===== src/rtl/count_sched.sv =====
// count_sched: round-robin scheduler that grants one of four requesters a
// counting run of (Len+1) cycles, then signals completion with a one-cycle pulse.
//
// Ports:
//   i_Clk   - clock, all state changes on the rising edge
//   i_Rst   - synchronous active-high reset
//   i_Req   - per-requester request level, bit n = requester n
//   i_Len   - per-requester 3-bit run length, i_Len[3n+2:3n] for requester n
//   o_Gnt   - one-hot grant, held for the whole run of the owner
//   o_Cout  - shared count value, 0..Len during a run, 0 otherwise
//   o_Busy  - high while a run is active or completing
//   o_Done  - one-cycle one-hot completion pulse to the owner
module count_sched (
    input  logic        i_Clk,
    input  logic        i_Rst,
    input  logic [3:0]  i_Req,
    input  logic [11:0] i_Len,
    output logic [3:0]  o_Gnt,
    output logic [2:0]  o_Cout,
    output logic        o_Busy,
    output logic [3:0]  o_Done
);

    localparam int unsigned N_REQ = 4;
    localparam int unsigned CNT_W = 3;
    localparam int unsigned PTR_W = 2;

    typedef enum logic [1:0] {
        S_IDLE = 2'd0,
        S_RUN  = 2'd1,
        S_DONE = 2'd2
    } state_t;

    state_t             state, state_d;
    logic [CNT_W-1:0]   len_q, len_d;
    logic [CNT_W-1:0]   cnt_q, cnt_d;
    logic [PTR_W-1:0]   ptr_q, ptr_d;
    logic [PTR_W-1:0]   owner_q, owner_d;
    logic [N_REQ-1:0]   gnt_d, done_d;
    logic               busy_d;

    logic [CNT_W-1:0]   len_fld [N_REQ];
    logic [PTR_W-1:0]   win, idx;
    logic               win_vld;
    logic               own_req;
    logic               at_len;

    // Split the packed length bus into one field per requester.
    always_comb begin
        for (int n = 0; n < N_REQ; n++) begin
            len_fld[n] = i_Len[n*CNT_W +: CNT_W];
        end
    end

    // Round-robin search starting just after the last completed winner.
    always_comb begin
        win     = '0;
        win_vld = 1'b0;
        idx     = '0;
        for (int unsigned i = 1; i <= N_REQ; i++) begin
            idx = PTR_W'(ptr_q + PTR_W'(i));
            if (!win_vld && i_Req[idx]) begin
                win     = idx;
                win_vld = 1'b1;
            end
        end
    end

    assign own_req = i_Req[owner_q];
    assign at_len  = (cnt_q == len_q);

    // State register plus registered outputs and datapath.
    always_ff @(posedge i_Clk) begin
        if (i_Rst) begin
            state   <= S_IDLE;
            len_q   <= '0;
            cnt_q   <= '0;
            ptr_q   <= PTR_W'(N_REQ - 1);
            owner_q <= '0;
            o_Gnt   <= '0;
            o_Busy  <= 1'b0;
            o_Done  <= '0;
        end else begin
            state   <= state_d;
            len_q   <= len_d;
            cnt_q   <= cnt_d;
            ptr_q   <= ptr_d;
            owner_q <= owner_d;
            o_Gnt   <= gnt_d;
            o_Busy  <= busy_d;
            o_Done  <= done_d;
        end
    end

    // Count is held at zero outside RUN, so it is the count output directly.
    assign o_Cout = cnt_q;

    // Next-state logic; a dropped owner request beats reaching the length.
    always_comb begin
        state_d = state;
        case (state)
            S_IDLE: if (win_vld) state_d = S_RUN;
            S_RUN: begin
                if (!own_req)    state_d = S_IDLE;
                else if (at_len) state_d = S_DONE;
            end
            S_DONE:  state_d = S_IDLE;
            default: state_d = S_IDLE;
        endcase
    end

    // Next values for the registered outputs and datapath.
    always_comb begin
        gnt_d   = '0;
        done_d  = '0;
        cnt_d   = '0;
        len_d   = len_q;
        ptr_d   = ptr_q;
        owner_d = owner_q;
        case (state)
            S_IDLE: begin
                if (win_vld) begin
                    gnt_d   = N_REQ'(1) << win;
                    owner_d = win;
                    len_d   = len_fld[win];
                end
            end
            S_RUN: begin
                if (own_req && !at_len) begin
                    gnt_d = o_Gnt;
                    cnt_d = cnt_q + CNT_W'(1);
                end else if (own_req) begin
                    // Pointer moves only on a completed run.
                    done_d = o_Gnt;
                    ptr_d  = owner_q;
                end
            end
            default: ;
        endcase
        busy_d = (state_d != S_IDLE);
    end

endmodule


===== config.mk =====
export PLATFORM = sky130hd
export DESIGN_NAME = count_sched
export DESIGN_NICKNAME = d
export VERILOG_FILES = /design/src/rtl/count_sched.sv
export SDC_FILE = /design/constraint.sdc
export NUM_CORES = 1
export LEC_CHECK = 0
export BUFFER_PORTS_ARGS = -buffer_cell sky130_fd_sc_hd__buf_2
export CAP_MARGIN = 20
export CORE_ASPECT_RATIO = 2
export CORE_MARGIN = 4
export CORE_UTILIZATION = 35
export DETAILED_ROUTE_END_ITERATION = 7
export HOLD_SLACK_MARGIN = 0.02
export PLACE_DENSITY_LB_ADDON = 0.15
export RECOVER_POWER = 100
export SLEW_MARGIN = 20
export SYNTH_ARGS = -nofsm -noshare
export SYNTH_HDL_FRONTEND = slang
export SYNTH_SLANG_ARGS = --single-unit

===== constraint.sdc =====
create_clock -name i_Clk -period 2.85 [get_ports i_Clk]
set_clock_uncertainty 0.05 [all_clocks]
set_input_delay 0.1425 -clock i_Clk [delete_from_list [all_inputs] [get_ports i_Clk]]
set_output_delay 0.1425 -clock i_Clk [all_outputs]
set_load 0.01 [all_outputs]

==> results.yml <==
timing:
  finalSetupViolCount: 0
  worst_pin_slew_ps: 687
  slew_headroom: 0.539
  hold_violations: 0
  drv_slew: 0
  fmax_mhz: 516
  period_needed_ps: 1940
  period_share: 0.681
  fin_setup_tns_ps: 0
  grt_setup_unrepaired: "no"
clocking:
  clkLatencyLatePin_ps: 260
  path_clk_slew_ps: 70
  root_buffer: "clkbuf_8"
  cts_buffers: 3
  postCtsSetupRepairBufs: 0
  cts_max_level: 1
  cts_tree: "yes"
  clock-sinks: 21
  cts_hold_buf: 0
  cts_resized: 0
  clockBufferDepth: 2
setup_path:
  path_cells: "nand2b_1, a21boi_0, nor3_1, mux2i_1, o221ai_1"
  crit_path_start_kind: "register"
  slowest_delay_ps: 640
  reg2reg_depth: 5
  cp_num_buf_inv: 0
  cp_slowest_cell: "nor3_1"
  endpoint_kind: "register"
  crit_type: "reg -> reg"
  critPathMaxFanout: 5
  crit_end: "len_q[1]$_SDFFE_PP0P_"
  rr_startpoint: "ptr_q[0]$_SDFFE_PP1P_"
  cp_top_family: "simple AND/OR/NAND/NOR gates"
  arrival_ps: 2020
  crit_cells: 5
  rrSetupSlack_ps: 910
  cp.required_ps: 2930
  worstReg2RegEnd: "len_q[1]$_SDFFE_PP0P_"
  crit_start: "ptr_q[0]$_SDFFE_PP1P_"
global_routing:
  gr-max-usage-layer: "met2"
  track_usage: 0.144
  grt_pass1_vias: 881
  antenna_found_initial: 0
  grt_pass1_wl_um: 3970
  use_met1: 0.177
  grt_max_degree: 13
  grt_use_met2: 0.246
  met3_usage: 0.0132
  grt_overflow_total: 0
logic_synthesis:
  ys_ff_latch: 21
  synth_top_cells_by_area: "dfxtp_1 (44%), mux2i_1 (7.3%), a21oi_1 (3.1%)"
  synth_cell_types: 34
  synth_ff_type: "dfxtp_1"
  synthesis.area_um2: 956
  synth.avg_cell_area_um2: 9.46
  synth_cells: 101
  synth.top_cell.area_share: 0.440
  synthArstFlopShare: 0
  yosys_warnings: 0
  yosysSeqAreaShare: 0.440
  synth-edff-count: 0
  syn-num-nets: 120
  synth_top_cell_by_area: "dfxtp_1"
finish:
  diodes: 0
  area_growth_pct: 20.7
  nets: 153
  final_util: 0.443
  multi_input_area_um2: 519
  layout-drive-gt1-share: 0.165
  fill_cells: 287
  regArea_um2: 420
power_and_ir_drop:
  leakage_nw: 0.488
  vdd_drop_max_uv: 316
  powerDensity_mw_per_mm2: 609
  power.total_w: 0.000703
route:
  drt_iter0_markers: 19
  dr.pass1.iters: 4
  num_vias: 880
  wl_um: 2370
  vias_per_cell: 5.47
  wl_per_cell_um: 14.7
  drtAntennaViolNets: 0
  drc: 0
floorplanning:
  fp.dieH_um: 81.9
  io_pins: 30
  dieArea_mm2: 0.00368
  row_count: 26
  die_w_um: 45.0
  core_region_area_mm2: 0.00260
  start_util: 0.367
place:
  hpwl_um: 1830
  numPortBuffers: 29
  place_congestion: 0.789
outcome:
  status: "finished clean"
worst_hold_path:
  hold_class: "in -> reg"
run:
  maxCapViolCount: 0
[placed cells by master (no fill, tap or decap), drive strengths merged]
cell     netlist  final
dfxtp         21     21
and2           4      4
or3            3      3
and3           1      1
nor4b          2      2
nand2b         4      4
o22ai          1      1
xor2           3      3
and4b          1      1
a21o           1      1
clkbuf         1     16
a21boi         1      1
ha             1      1
a2111oi        2      2
nand4          1      1
o21a           1      1
nand3          5      5
buf            0     17
a32oi          2      2
a211oi         3      3
a211o          2      2
mux2i          7      7
xnor2          1      1
a21oi          7      7
o221ai         2      2
o21ai          1      1
nor2           6      6
nor2b          2      2
nand2          7      7
nor3           6      6
inv            1      1
or2            1      1
[power by group]
group	leakage, nW	internal, W	switching (W)
clock	0.0228	0.0000996	0.0000954
sequential	0.172	0.000321	0.0000246
combinational	0.294	0.0000696	0.0000924
total	0.488	0.000491	0.000212
[area by class of cell]
class                   count  share of cell area
multi-input cells          78               0.450
flip-flops and latches     21               0.364
well taps                  28              0.0304
repair buffers             29               0.113
inverters                   1             0.00325
clock buffers               4              0.0390
[worst min path at each step]
stage	from	endpoint	slack, ps	cells after the start
floorplan	i_Rst	state[1]$_SDFF_PP0_	190	1
global placement	o_Gnt[3]$_SDFFE_PP0P_	o_Gnt[3]$_SDFFE_PP0P_	410	2
detailed placement	o_Gnt[3]$_SDFFE_PP0P_	o_Gnt[3]$_SDFFE_PP0P_	410	2
CTS	i_Len[10]	len_q[1]$_SDFFE_PP0P_	150	3
global route	i_Rst	o_Gnt[1]$_SDFFE_PP0P_	170	2
finish	i_Len[10]	len_q[1]$_SDFFE_PP0P_	140	3
[synth_stat cells, drive strengths merged, types with 2 or more instances]
| master | n |
|---|---|
| nand2 | 7 |
| nand3 | 5 |
| xor2 | 3 |
| a32oi | 2 |
| dfxtp | 21 |
| and2 | 4 |
| a2111oi | 2 |
| nor2b | 2 |
| nor2 | 6 |
| nand2b | 4 |
| a211o | 2 |
| nor4b | 2 |
| a21oi | 7 |
| a211oi | 3 |
| mux2i | 7 |
| or3 | 3 |
| o221ai | 2 |
| nor3 | 6 |
[logic make-up after synthesis]
kind of cell    share of synthesized area
buf+inv                           0.00785
mux                                0.0733
compound gates                      0.182
flops                               0.440
simple gates                        0.247
xor+xnor                           0.0367
fa+ha+maj                          0.0131
[layer usage]
| metal | share of wire | vias to the layer above |
|---|---|---|
| met3 | 0.038 | 4 |
| met5 | 0 | - |
| met1 | 0.40 | 415 |
| met2 | 0.55 | 21 |
| met4 | 0.018 | 0 |
| li1 | - | 440 |
[state kept, by name (all words and copies together), names as in the netlist]
name	flops
state	2
owner_q	2
o_Done	4
ptr_q	2
len_q	3
o_Busy	1
o_Gnt	4
o_Cout	3
[per-stage QoR]
stage | setup WS (ps) | area [um2] | hold slack (ps) | instances
floorplan | 1280 | 956 | 194 | 101
global placement | 1230 | 1130 | 406 | 157
detailed placement | 1160 | 1130 | 413 | 157
CTS | 1150 | 1180 | 154 | 161
global route | 732 | 1150 | 171 | 161
finish | 910 | 1150 | 145 | 161
[worst reg2reg max path: stages (launching register included)]
cell and delay (ps):
dfxtp_1 360, nand2b_1 140, a21boi_0 200, nor3_1 640
mux2i_1 280, o221ai_1 150
No activity file was read; power rests on OpenSTA's default activity.
